[config.mk]
export PLATFORM = sky130hd
export DESIGN_NAME = fpga_config_loader
export DESIGN_NICKNAME = d
export VERILOG_FILES = /design/src/rtl/fpga_cfg_pkg.sv /design/src/rtl/fpga_config_loader_onehot_shift.sv /design/src/rtl/fpga_config_loader.sv
export SDC_FILE = /design/constraint.sdc
export NUM_CORES = 1
export LEC_CHECK = 0
export ABC_AREA = 0
export CORE_AREA = 2 2 271 273
export DETAILED_ROUTE_END_ITERATION = 10
export DIE_AREA = 0 0 273 275
export HOLD_SLACK_MARGIN = 0.15
export SLEW_MARGIN = 20
export SYNTH_ARGS = -nofsm -noshare
export SYNTH_HDL_FRONTEND = slang
export SYNTH_HIERARCHICAL = 1
export SYNTH_SLANG_ARGS = --single-unit
[constraint.sdc]
create_clock -name clock -period 2.8 [get_ports clock]
set_clock_uncertainty 0.1 [all_clocks]
set_input_delay 0.56 -clock clock [delete_from_list [all_inputs] [get_ports clock]]
set_output_delay 0.56 -clock clock [all_outputs]
set_load 0.05 [all_outputs]
[src/rtl/fpga_cfg_pkg.sv]
// Shared types and defaults for the fpga config-chain loader.
// Optional feature macro: CFG_CHECK_EN (frame checksum + trailer word).
package fpga_cfg_pkg;

    localparam int unsigned DEF_CFG_WIDTH     = 224;
    localparam int unsigned DEF_NUM_FRAMES    = 245;
    localparam int unsigned DEF_SETTLE_CYCLES = 10;
    localparam int unsigned DEF_ARM_CYCLES    = 10;

    typedef enum logic [2:0] {
        ST_IDLE   = 3'd0,
        ST_LOAD   = 3'd1,
        ST_STROBE = 3'd2,
        ST_SETTLE = 3'd3,
        ST_ARM    = 3'd4,
        ST_DONE   = 3'd5,
        ST_ERROR  = 3'd6
    } cfg_state_t;

    // Width that holds the largest of the frame count and both delays.
    function automatic int unsigned cnt_width(input int unsigned a,
                                              input int unsigned b,
                                              input int unsigned c);
        int unsigned m;
        m = a;
        if (b > m) m = b;
        if (c > m) m = c;
        return $clog2(m + 1);
    endfunction

endpackage

[src/rtl/fpga_config_loader_onehot_shift.sv]
// Walking one-hot column enable register for the config chain.
// load1 seeds column 0, shift advances one column, clear zeroes it.
module cfg_onehot_shift #(
    parameter int unsigned WIDTH = 245
) (
    input  logic             clock,
    input  logic             rst,
    input  logic             load1,
    input  logic             shift,
    input  logic             clear,
    output logic [WIDTH-1:0] q
);

    // One-hot state: seed beats shift beats clear; the MSB shifts out to all-zero.
    always_ff @(posedge clock) begin
        if (rst) begin
            q <= '0;
        end else if (load1) begin
            q <= WIDTH'(1);
        end else if (shift) begin
            q <= q << 1;
        end else if (clear) begin
            q <= '0;
        end
    end

endmodule

[src/rtl/fpga_config_loader.sv]
// Bitstream loader: streams frames into the fabric config chain column by
// column, waits a settle period, raises ff_en, then rdy.
// Optional feature macro: CFG_CHECK_EN (running XOR checksum, trailer word,
// ERROR state); when undefined err is tied low.
module fpga_config_loader
    import fpga_cfg_pkg::*;
#(
    parameter int unsigned CFG_WIDTH     = DEF_CFG_WIDTH,
    parameter int unsigned NUM_FRAMES    = DEF_NUM_FRAMES,
    parameter int unsigned SETTLE_CYCLES = DEF_SETTLE_CYCLES,
    parameter int unsigned ARM_CYCLES    = DEF_ARM_CYCLES
) (
    input  logic                  clock,
    input  logic                  rst,
    input  logic                  start,
    input  logic [CFG_WIDTH-1:0]  bs_data,
    input  logic                  bs_valid,
    output logic                  bs_ready,
    output logic [CFG_WIDTH-1:0]  configs_in,
    output logic [NUM_FRAMES-1:0] configs_en,
    output logic                  ff_en,
    output logic                  rdy,
    output logic                  busy,
    output logic                  err
);

    localparam int unsigned CNT_W = cnt_width(NUM_FRAMES, SETTLE_CYCLES, ARM_CYCLES);
    localparam logic [CNT_W-1:0] LAST_FRAME  = CNT_W'(NUM_FRAMES - 1);
    localparam logic [CNT_W-1:0] SETTLE_LAST = CNT_W'(SETTLE_CYCLES - 1);
    localparam logic [CNT_W-1:0] ARM_LAST    = CNT_W'(ARM_CYCLES - 1);

    cfg_state_t       state;
    logic [CNT_W-1:0] frame_cnt;
    logic [CNT_W-1:0] dly_cnt;
    logic             restart;
    logic             accept;
    logic             en_shift;
    logic             en_clear;

    // Status decode and load/reload qualification from the current state.
    always_comb begin
        bs_ready = (state == ST_LOAD);
        accept   = (state == ST_LOAD) && bs_valid;
        busy     = (state == ST_LOAD) || (state == ST_STROBE) ||
                   (state == ST_SETTLE) || (state == ST_ARM);
        restart  = start && ((state == ST_IDLE) || (state == ST_DONE)
`ifdef CFG_CHECK_EN
                             || (state == ST_ERROR)
`endif
                            );
        en_shift = (state == ST_STROBE);
        en_clear = (state == ST_SETTLE) || (state == ST_ARM) || (state == ST_DONE);
    end

    cfg_onehot_shift #(
        .WIDTH (NUM_FRAMES)
    ) u_onehot (
        .clock (clock),
        .rst   (rst),
        .load1 (restart),
        .shift (en_shift),
        .clear (en_clear),
        .q     (configs_en)
    );

`ifdef CFG_CHECK_EN
    localparam logic [CNT_W-1:0] ALL_FRAMES = CNT_W'(NUM_FRAMES);

    logic [CFG_WIDTH-1:0] csum;
    logic                 trailer;

    // After the final strobe frame_cnt reaches NUM_FRAMES: the next word is the trailer.
    assign trailer = (frame_cnt == ALL_FRAMES);

    // Running XOR of accepted frames; err latches on a trailer mismatch.
    always_ff @(posedge clock) begin
        if (rst) begin
            csum <= '0;
            err  <= 1'b0;
        end else if (restart) begin
            csum <= '0;
            err  <= 1'b0;
        end else if (accept && !trailer) begin
            csum <= csum ^ bs_data;
        end else if (accept && trailer && (bs_data != csum)) begin
            err <= 1'b1;
        end
    end
`else
    assign err = 1'b0;
`endif

    // Load sequencer: frame capture, strobe, settle and arm timing.
    always_ff @(posedge clock) begin
        if (rst) begin
            state      <= ST_IDLE;
            configs_in <= '0;
            frame_cnt  <= '0;
            dly_cnt    <= '0;
            ff_en      <= 1'b0;
            rdy        <= 1'b0;
        end else if (restart) begin
            state     <= ST_LOAD;
            frame_cnt <= '0;
            dly_cnt   <= '0;
            ff_en     <= 1'b0;
            rdy       <= 1'b0;
        end else begin
            case (state)
                ST_LOAD: begin
                    if (accept) begin
`ifdef CFG_CHECK_EN
                        if (trailer) begin
                            dly_cnt <= '0;
                            state   <= (bs_data == csum) ? ST_SETTLE : ST_ERROR;
                        end else begin
                            configs_in <= bs_data;
                            state      <= ST_STROBE;
                        end
`else
                        configs_in <= bs_data;
                        state      <= ST_STROBE;
`endif
                    end
                end
                ST_STROBE: begin
                    frame_cnt <= frame_cnt + CNT_W'(1);
                    dly_cnt   <= '0;
                    if (frame_cnt == LAST_FRAME) begin
`ifdef CFG_CHECK_EN
                        state <= ST_LOAD;
`else
                        state <= ST_SETTLE;
`endif
                    end else begin
                        state <= ST_LOAD;
                    end
                end
                ST_SETTLE: begin
                    if (dly_cnt == SETTLE_LAST) begin
                        dly_cnt <= '0;
                        ff_en   <= 1'b1;
                        state   <= ST_ARM;
                    end else begin
                        dly_cnt <= dly_cnt + CNT_W'(1);
                    end
                end
                ST_ARM: begin
                    if (dly_cnt == ARM_LAST) begin
                        dly_cnt <= '0;
                        rdy     <= 1'b1;
                        state   <= ST_DONE;
                    end else begin
                        dly_cnt <= dly_cnt + CNT_W'(1);
                    end
                end
                default: begin
                    state <= state;
                end
            endcase
        end
    end

endmodule

After elaboration in Yosys (flattened, before gate mapping)
Cells that the tools add are included.

word-level totals
  register bits = 490
  input port bits = 228
  output and inout port bits = 474
  word-level logic and storage cells = 57

cells by class
  add/sub/neg operators = 2
  eq/ne operators = 13
  multiplexer cells = 11
  bitwise operators = 1
  reduce and logical (&&, ||, !) cells = 21

operators with widths
  kind                                                              number
  245-bit 2-to-1 mux                                                2
  8-bit by 1-bit adder with 8-bit output (second input constant)    2
  8-bit case mux with 2 select lines                                1
  3-bit case mux with 4 select lines                                1
  3-bit 2-to-1 mux                                                  3
  8-bit by 4-bit == test with 1-bit output (second input constant)  1
  8-bit == test (second input constant)                             1
  8-bit 2-to-1 mux                                                  1
  4-bit AND reduction                                               2
  3-bit by 2-bit == test with 1-bit output (second input constant)  2
  3-bit == test (second input constant)                             2
  1-bit logical OR                                                  6
  2-bit by 1-bit != test with 1-bit output (second input constant)  3
  3-bit by 2-bit != test with 1-bit output (second input constant)  2
  5-bit nonzero test                                                1
  2-bit AND reduction                                               2
  2-bit nonzero test                                                2
  4-bit nonzero test                                                1
  2-bit OR reduction                                                2
  3-bit by 1-bit == test with 1-bit output (second input constant)  1
  3-bit zero test                                                   1
  3-bit by 1-bit != test with 1-bit output (second input constant)  1
  3-bit AND reduction                                               1
  3-bit nonzero test                                                1
  4 further kinds                                                   6

Logic depth before layout (Yosys ltp)
Gate-level depths: netlist of the first run.

  depth after elaboration = 6
  gate-level depth with buffers = 9
  mapped depth without buffers = 6

By module
The synthesis of the first run kept the hierarchy.

by module, submodules not included
  module              instances  cells an instance  area an instance (um2)  sequential area each (um2)
  cfg_onehot_shift    1          1089               10183.5                 4904.7
  fpga_config_loader  1          1105               8774.7                  4904.7

Worst setup path after synthesis of the first run
Ideal clock, no wire load.

  kind = register to output
  start = reg state[2]
  end = out busy
  arrival = 1.688 ns
  required time = 2.140 ns
  slack = 0.452 ns
  stages on the path, launching flop included = 4
  path buffers = 1
  cell sequence = dfxtp_1 > buf_4 > nor3b_2 > or3_1

between the ends
  cells in the longest elaborated chain, start to end = 4
  elaborated cells between the ends (all ways) = 7
  those cells by class = 4 x eq/ne; 3 x reduce/logical

ends and longest elaborated chain
  item                                      line                       text
  from (decl)                               fpga_config_loader.sv:32   cfg_state_t state;
  from (signal assigned)                    fpga_config_loader.sv:158  state <= state;
  3-bit by 1-bit == test with 1-bit output  --
  net bs_ready                              fpga_config_loader.sv:18   output logic bs_ready,
  1-bit logical OR (2 in a row)             fpga_config_loader.sv:44   busy = (state == ST_LOAD) || (state == ST_STROBE) ||
  1-bit logical OR                          fpga_config_loader.sv:45   (state == ST_SETTLE) || (state == ST_ARM);
  to (decl)                                 fpga_config_loader.sv:23   output logic busy,

The timed path passes the listed nets, and every way through them passes these cells.

Worst setup path in the final report of the first run
  start = reg u_onehot.q[234]
  end = out configs_en[234]

RTL lines
  item                    line                                   text
  from (decl)             fpga_config_loader_onehot_shift.sv:11  output logic [WIDTH-1:0] q
  from (signal assigned)  fpga_config_loader_onehot_shift.sv:21  q <= q << 1;
  to (decl)               fpga_config_loader.sv:20               output logic [NUM_FRAMES-1:0] configs_en,

No word-level cell between the ends.

==> flow_results.xml, run 1 <==
<?xml version="1.0" encoding="UTF-8"?>
<metrics>
  <group name="final_layout">
    <metric name="mostFrequentLayoutCells" unit="">sky130_fd_sc_hd__nand2_1, sky130_fd_sc_hd__clkdlybuf4s50_1, sky130_fd_sc_hd__dfxtp_1</metric>
    <metric name="final_core_util" unit="%">40.0</metric>
    <metric name="n_fill_cell" unit="">7257</metric>
    <metric name="layout.area.seq" unit="um2">9810</metric>
    <metric name="footprint_of_the_multi_input_gates" unit="um2">8150</metric>
    <metric name="drive_above_1_share" unit="%">9.53</metric>
    <metric name="syn_to_final_growth" unit="%">52.7</metric>
    <metric name="fin_nets" unit="">3058</metric>
    <metric name="layout_commonest_cell" unit="">sky130_fd_sc_hd__nand2_1</metric>
  </group>
  <group name="clocking">
    <metric name="clock_insertion_delay_worst_skew" unit="ns">0.61</metric>
    <metric name="path_clk_slew" unit="ns">0.06</metric>
    <metric name="cts_htree_levels" unit="">2</metric>
    <metric name="cts.repair_timing.setup_buffer_count" unit="">0</metric>
    <metric name="clk_root_buffer_cell" unit="">sky130_fd_sc_hd__clkbuf_16</metric>
    <metric name="cts_num_sinks" unit="">490</metric>
    <metric name="cts-buffers-inserted" unit="">58</metric>
    <metric name="tritoncts_clock_tree" unit="">done</metric>
    <metric name="cts-root-to-sink-buffers" unit="">3</metric>
  </group>
  <group name="grt">
    <metric name="globalRouteMet3Util" unit="%">5.36</metric>
    <metric name="use_met1" unit="%">21.9</metric>
    <metric name="busiest_layer" unit="">met2</metric>
    <metric name="grt_antenna_before_repair" unit="">11</metric>
    <metric name="grt_pass1_wl" unit="um">103000</metric>
    <metric name="largest_net_degree_at_the_start_of_global_routing" unit="">123</metric>
    <metric name="met2_usage" unit="%">30.6</metric>
    <metric name="grt.total_usage" unit="%">17.9</metric>
    <metric name="grt_pass1_vias" unit="">15700</metric>
    <metric name="grt_overflow" unit="">0</metric>
  </group>
  <group name="routing">
    <metric name="routedWlPerCell" unit="um">18.8</metric>
    <metric name="viasPerCell" unit="">4.51</metric>
    <metric name="drt-initial-drc-count" unit="">1179</metric>
    <metric name="drt-pass1-iter-count" unit="">5</metric>
    <metric name="dr_total_vias" unit="">17300</metric>
    <metric name="drt_drc_violations_left" unit="">0</metric>
    <metric name="post_detailed_route_count_of_antenna_violating_nets" unit="">0</metric>
    <metric name="routed_wl" unit="um">72300</metric>
  </group>
  <group name="floorplan">
    <metric name="floorplan.die_area" unit="um2">75100</metric>
    <metric name="floorplan.core_area" unit="um2">72300</metric>
    <metric name="initial_cell_density_of_the_core" unit="%">26.2</metric>
    <metric name="std_cell_rows" unit="">99</metric>
    <metric name="die_h" unit="um">275</metric>
    <metric name="dieWidth" unit="um">273</metric>
    <metric name="num_io_pins" unit="">702</metric>
  </group>
  <group name="timing">
    <metric name="worst_slew_margin_rel" unit="%">49.8</metric>
    <metric name="setup_violations" unit="">0</metric>
    <metric name="final_clock_period_utilization_by_the_worst_path" unit="%">94.6</metric>
    <metric name="finalSetupTns" unit="ns">0</metric>
    <metric name="timing.final.crit_period" unit="ns">2.65</metric>
    <metric name="fmax" unit="GHz">0.378</metric>
    <metric name="report.final.slew_viol_count" unit="">0</metric>
    <metric name="timing.hold.ws" unit="ns">0.227</metric>
    <metric name="final_hold_fails" unit="">0</metric>
    <metric name="worst-slew-pin-transition" unit="ns">0.751</metric>
    <metric name="grt_setup_unrepaired" unit="">false</metric>
    <metric name="setup_ws" unit="ns">0.152</metric>
  </group>
  <group name="yosys">
    <metric name="synth_largest_area_cell" unit="">sky130_fd_sc_hd__dfxtp_1</metric>
    <metric name="synth_top_cell_area_share" unit="%">51.7</metric>
    <metric name="postSynth.topFlopCell" unit="">sky130_fd_sc_hd__dfxtp_1</metric>
    <metric name="postSynthCellCount" unit="">2194</metric>
    <metric name="ys.warnings.count" unit="">6</metric>
    <metric name="syn-num-nets" unit="">2426</metric>
    <metric name="synth_top_cells_by_area" unit="">sky130_fd_sc_hd__dfxtp_1, sky130_fd_sc_hd__nand2_1, sky130_fd_sc_hd__or3b_1</metric>
    <metric name="synth_enable_flop_cells" unit="">0</metric>
    <metric name="mappedNetlistArea" unit="um2">19000</metric>
    <metric name="synth.lib_cells_used.distinct" unit="">49</metric>
    <metric name="syn_avg_cell_area" unit="um2">8.64</metric>
    <metric name="asyncSetResetFlopFracSynth" unit="%">0</metric>
    <metric name="yosys_register_bits" unit="">490</metric>
    <metric name="ys_seq_area_share" unit="%">51.7</metric>
  </group>
  <group name="worst_setup_path">
    <metric name="cpMaxStageDelayCell" unit="">sky130_fd_sc_hd__clkdlybuf4s50_1</metric>
    <metric name="cp_max_fo" unit="">3</metric>
    <metric name="startpoint_type" unit="">flop</metric>
    <metric name="required_time_of_the_worst_setup_path" unit="ns">2.14</metric>
    <metric name="critical_path.endpoint_type" unit="">primary output</metric>
    <metric name="worst_path_largest_cell_delay" unit="ns">0.98</metric>
    <metric name="timing.setup.critical_path_class" unit="">reg2out</metric>
    <metric name="critical_path.n_buffers_inverters" unit="">1</metric>
    <metric name="series_of_cell_instances_along_the_critical_path" unit="">clkdlybuf4s50_1</metric>
    <metric name="timing.critical_path.max_delay_family" unit="">buffers and inverters</metric>
    <metric name="worst-endpoint-arrival" unit="ns">1.99</metric>
  </group>
  <group name="status">
    <metric name="status" unit="">finished, final reports clean</metric>
  </group>
  <group name="place">
    <metric name="hpwlAfterDp" unit="um">53900</metric>
    <metric name="port_buffers" unit="">700</metric>
    <metric name="finalWeightedCongestion" unit="">0.805</metric>
    <metric name="dp_slack" unit="ns">0.292</metric>
  </group>
  <group name="pwr">
    <metric name="power_density_over_the_cells" unit="nW/um2">577</metric>
    <metric name="vdd.ir_drop.worst" unit="mV">0.436</metric>
    <metric name="power_leakage" unit="nW">9.25</metric>
  </group>
  <group name="worst_hold_path">
    <metric name="holdCritPathClass" unit="">in2reg</metric>
  </group>
  <group name="run">
    <metric name="cap_violations" unit="">0</metric>
  </group>
</metrics>
metrics by stage:
stage               power (W)  area, um2  instances
finish                 0.0167      28900       3835
global route           0.0173      28900       3834
CTS                    0.0170      28900       3833
detailed placement    0.00924      27000       3725
global placement      0.00924      27000       3725
floorplan             0.00833      19000       2194
cell type report:
class                      instances  area share [%]
multi-input combinational       1507            28.1
inverter                           8           0.130
sequential                       490            33.9
antenna                            2          0.0173
clock buffer                      83            5.86
timing repair buffer             761            27.0
tap                              959            4.14
clock inverter                    25           0.847
worst paths after layout:
kind	start	slack, ns	end	depth (start not counted)
worst max register to register	state[0]	0.61	u_onehot/q[46]	6
worst max-delay path	u_onehot/q[234]	0.15	configs_en[234]	1
worst min register to register	configs_in[125]	0.35	configs_in[125]	2
worst min-delay path	rst	0.23	u_onehot/q[0]	2
metal layers:
| metal | vias up | routed length (um) | part of all wire [%] |
|---|---|---|---|
| met2 | 562 | 35500 | 49 |
| met4 | 16 | 1610 | 2.2 |
| met1 | 7990 | 29600 | 41 |
| li1 | 8626 | - | - |
| met3 | 107 | 5550 | 7.7 |
| met5 | - | 104 | 0.14 |
report_power, final:
| group | switching (W) | total (W) | leakage [nW] | internal (W) |
|---|---|---|---|---|
| combinational | 0.00117 | 0.00189 | 4.33 | 0.000725 |
| clock | 0.00313 | 0.00762 | 0.958 | 0.00449 |
| sequential | 0.0000806 | 0.00719 | 3.96 | 0.00711 |
logic make-up (layout without fill, tap and decap cells):
logic type,count (synthesis),count (layout),synth area share [%]
AO/OA/AOI/OAI,490,490,15.2
XOR/XNOR,10,10,0.462
adder cells (fa/ha/maj),4,4,0.264
buffers and inverters,197,877,5.43
flip-flops,490,490,51.7
other,1,3,0.0198
AND/OR/NAND/NOR,1002,1002,26.9
repair_timing:
action                                  4_1_cts  5_1_grt
gates cloned                                  0        0
endpoints found under the setup margin        1        1
hold buffers                                  0        0
resized for setup                             1        2
flip-flops by register name, indices dropped and copies added, names as in the netlist:
register,flops
rdy,1
u_onehot/q,245
frame_cnt,8
dly_cnt,8
ff_en,1
configs_in,224
state,3
cell usage after synthesis, drive strengths merged (3+ instances only):
cell type,number
nand3,7
nor3,3
buf,94
clkbuf,95
xnor2,4
dfxtp,490
a31oi,3
nor4,3
a21oi,474
nor3b,3
nor2b,3
nand2,704
xor2,6
ha,4
nor2,18
or3b,245
inv,8
Power figures use the tool's default switching activity.
==> inputs of run 2 (changes only) <==
Settings changed: PLACE_DENSITY_LB_ADDON from default to 0.05.
==> run 2 against run 1 <==
  * Sequential share of layout area is essentially flat
  * Die area is the same
  * Register-to-register slack gained 0.05 ns
  * Non-clock buffer count shrank 9
  * Cell count shrank 0.23%
  * Critical path depth grew 3
  * Clock power grew 2.9%
  * Routed wire length grew 1.5%
  * Hold slack gained 0.014 ns
  * Sequential cell count is the same
  * Combinational power shrank 3%
  * First-iteration DRC count shrank 26%
  * Largest cell class unchanged
  * Largest power group unchanged
==> flow_results.xml, run 2 (synthesis gave the netlist of run 1 again) <==
<?xml version="1.0" encoding="UTF-8"?>
<metrics>
  <group name="grt">
    <metric name="grt_pass1_wl" unit="um">108000</metric>
    <metric name="largest_net_degree_at_the_start_of_global_routing" unit="">123</metric>
    <metric name="grt_antenna_before_repair" unit="">15</metric>
    <metric name="grt.total_usage" unit="%">18.5</metric>
    <metric name="grt_pass1_vias" unit="">16700</metric>
    <metric name="grt_overflow" unit="">0</metric>
  </group>
  <group name="pwr">
    <metric name="total_power" unit="W">0.0169</metric>
    <metric name="vdd.ir_drop.worst" unit="mV">0.435</metric>
    <metric name="power_density_over_the_cells" unit="nW/um2">583</metric>
    <metric name="power_leakage" unit="nW">9.25</metric>
  </group>
  <group name="timing">
    <metric name="final_hold_fails" unit="">0</metric>
    <metric name="grt_setup_unrepaired" unit="">false</metric>
    <metric name="worst-slew-pin-transition" unit="ns">0.716</metric>
    <metric name="fmax" unit="GHz">0.386</metric>
    <metric name="final_clock_period_utilization_by_the_worst_path" unit="%">92.6</metric>
    <metric name="report.final.slew_viol_count" unit="">0</metric>
    <metric name="setup_violations" unit="">0</metric>
    <metric name="worst_slew_margin_rel" unit="%">52.3</metric>
    <metric name="timing.final.crit_period" unit="ns">2.59</metric>
    <metric name="setup_ws" unit="ns">0.207</metric>
    <metric name="finalSetupTns" unit="ns">0</metric>
  </group>
  <group name="final_layout">
    <metric name="largest_register_ff_count" unit="">245</metric>
    <metric name="drive_above_1_share" unit="%">9.09</metric>
    <metric name="syn_to_final_growth" unit="%">52.7</metric>
    <metric name="mostFrequentLayoutCells" unit="">sky130_fd_sc_hd__nand2_1, sky130_fd_sc_hd__clkdlybuf4s50_1, sky130_fd_sc_hd__dfxtp_1</metric>
    <metric name="reg.largest.list" unit="">u_onehot/q x245, configs_in x224</metric>
    <metric name="layout_commonest_cell" unit="">sky130_fd_sc_hd__nand2_1</metric>
    <metric name="n_fill_cell" unit="">7235</metric>
    <metric name="largest-register" unit="">u_onehot/q</metric>
    <metric name="fin_nets" unit="">3050</metric>
  </group>
  <group name="routing">
    <metric name="post_detailed_route_count_of_antenna_violating_nets" unit="">0</metric>
    <metric name="drt-pass1-iter-count" unit="">4</metric>
    <metric name="drt-initial-drc-count" unit="">867</metric>
    <metric name="routedWlPerCell" unit="um">19.2</metric>
    <metric name="dr_total_vias" unit="">17300</metric>
    <metric name="viasPerCell" unit="">4.51</metric>
    <metric name="drt_drc_violations_left" unit="">0</metric>
    <metric name="routed_wl" unit="um">73400</metric>
  </group>
  <group name="worst_setup_path">
    <metric name="cp_max_fo" unit="">11</metric>
    <metric name="startpoint_type" unit="">flop</metric>
    <metric name="timing.setup.critical_path_class" unit="">reg2out</metric>
    <metric name="worst-endpoint-arrival" unit="ns">1.93</metric>
    <metric name="required_time_of_the_worst_setup_path" unit="ns">2.14</metric>
    <metric name="critical_path.endpoint_type" unit="">primary output</metric>
  </group>
  <group name="worst_hold_path">
    <metric name="holdCritPathClass" unit="">in2reg</metric>
  </group>
  <group name="clocking">
    <metric name="cts-root-to-sink-buffers" unit="">3</metric>
    <metric name="cts_num_sinks" unit="">490</metric>
    <metric name="clk_root_buffer_cell" unit="">sky130_fd_sc_hd__clkbuf_16</metric>
    <metric name="cts_repair_resize_count" unit="">0</metric>
    <metric name="clock_insertion_delay_worst_skew" unit="ns">0.61</metric>
    <metric name="cts_hold_buffers" unit="">0</metric>
    <metric name="cts-buffers-inserted" unit="">59</metric>
    <metric name="path_clk_slew" unit="ns">0.06</metric>
    <metric name="tritoncts_clock_tree" unit="">done</metric>
    <metric name="cts_htree_levels" unit="">2</metric>
    <metric name="cts.repair_timing.setup_buffer_count" unit="">0</metric>
  </group>
  <group name="floorplan">
    <metric name="die_h" unit="um">275</metric>
    <metric name="std_cell_rows" unit="">99</metric>
    <metric name="initial_cell_density_of_the_core" unit="%">26.2</metric>
    <metric name="num_io_pins" unit="">702</metric>
    <metric name="dieWidth" unit="um">273</metric>
    <metric name="floorplan.die_area" unit="um2">75100</metric>
    <metric name="floorplan.core_area" unit="um2">72300</metric>
  </group>
  <group name="place">
    <metric name="hpwlAfterDp" unit="um">53400</metric>
    <metric name="dp_slack" unit="ns">0.322</metric>
    <metric name="port_buffers" unit="">700</metric>
    <metric name="finalWeightedCongestion" unit="">0.784</metric>
  </group>
  <group name="run">
    <metric name="cap_violations" unit="">0</metric>
  </group>
  <group name="status">
    <metric name="status" unit="">finished, final reports clean</metric>
  </group>
</metrics>
-- run 2: changes by cell type in the layout (fill, tap and decap cells not counted), sizes merged --
cell / before / now
clkinv: 14 / 7
buf: 65 / 60
inv: 13 / 8
clkdlybuf4s50: 696 / 692
diode: 2 / 6
clkbuf: 83 / 91
bufinv: 3 / 5
clkinvlp: 3 / 1
-- run 2: routing by layer --
metal  global-route usage, %  vias to the layer above  wire [um]
met4                    4.86                       14       1770
li1                        -                     8622          -
met3                    6.28                      110       5500
met1                    21.4                     8044      29100
met2                    32.6                      461      36900
met5                       0                        -        105
-- run 2: cell type report --
cell class / count / area (um2) / area share [%]
diodes: 6 / 15.0 / 0.0519
inverters: 8 / 37.5 / 0.130
repair buffers: 752 / 7760 / 26.8
multi-input cells: 1507 / 8140 / 28.1
clock buffers: 91 / 1790 / 6.18
flip-flops and latches: 490 / 9810 / 33.9
clock inverters: 13 / 193 / 0.666
well taps: 959 / 1200 / 4.15
-- run 2: worst max-delay path: stages, from the launching register on --
cell	delay, ns
sky130_fd_sc_hd__dfxtp_2	0.45
sky130_fd_sc_hd__nor2b_1	0.10
sky130_fd_sc_hd__buf_4	0.17
sky130_fd_sc_hd__or3_1	0.42
sky130_fd_sc_hd__buf_12	0.17
-- run 2: report_power, final --
part | internal [W] | switching [W]
logic | 0.000710 | 0.00113
clock network | 0.00480 | 0.00304
registers | 0.00711 | 0.0000776
-- run 2: worst paths after layout --
kind	to	cells after the start	start	slack, ns
worst min register to register	configs_in[116]	2	configs_in[116]	0.35
worst min-delay path	configs_in[177]	2	rst	0.24
worst max register to register	configs_in[53]	5	state[0]	0.66
worst max-delay path	busy	4	state[2]	0.21
-- run 2: through the flow --
stage	std cells	area, um2	hold slack (ns)	util [%]
floorplan	2194	19000	0.352	-
global placement	3716	26900	0.341	37.2
detailed placement	3716	26900	0.342	37.2
CTS	3820	28900	0.200	40.0
global route	3822	28900	0.228	40.0
finish	3826	28900	0.241	40.0
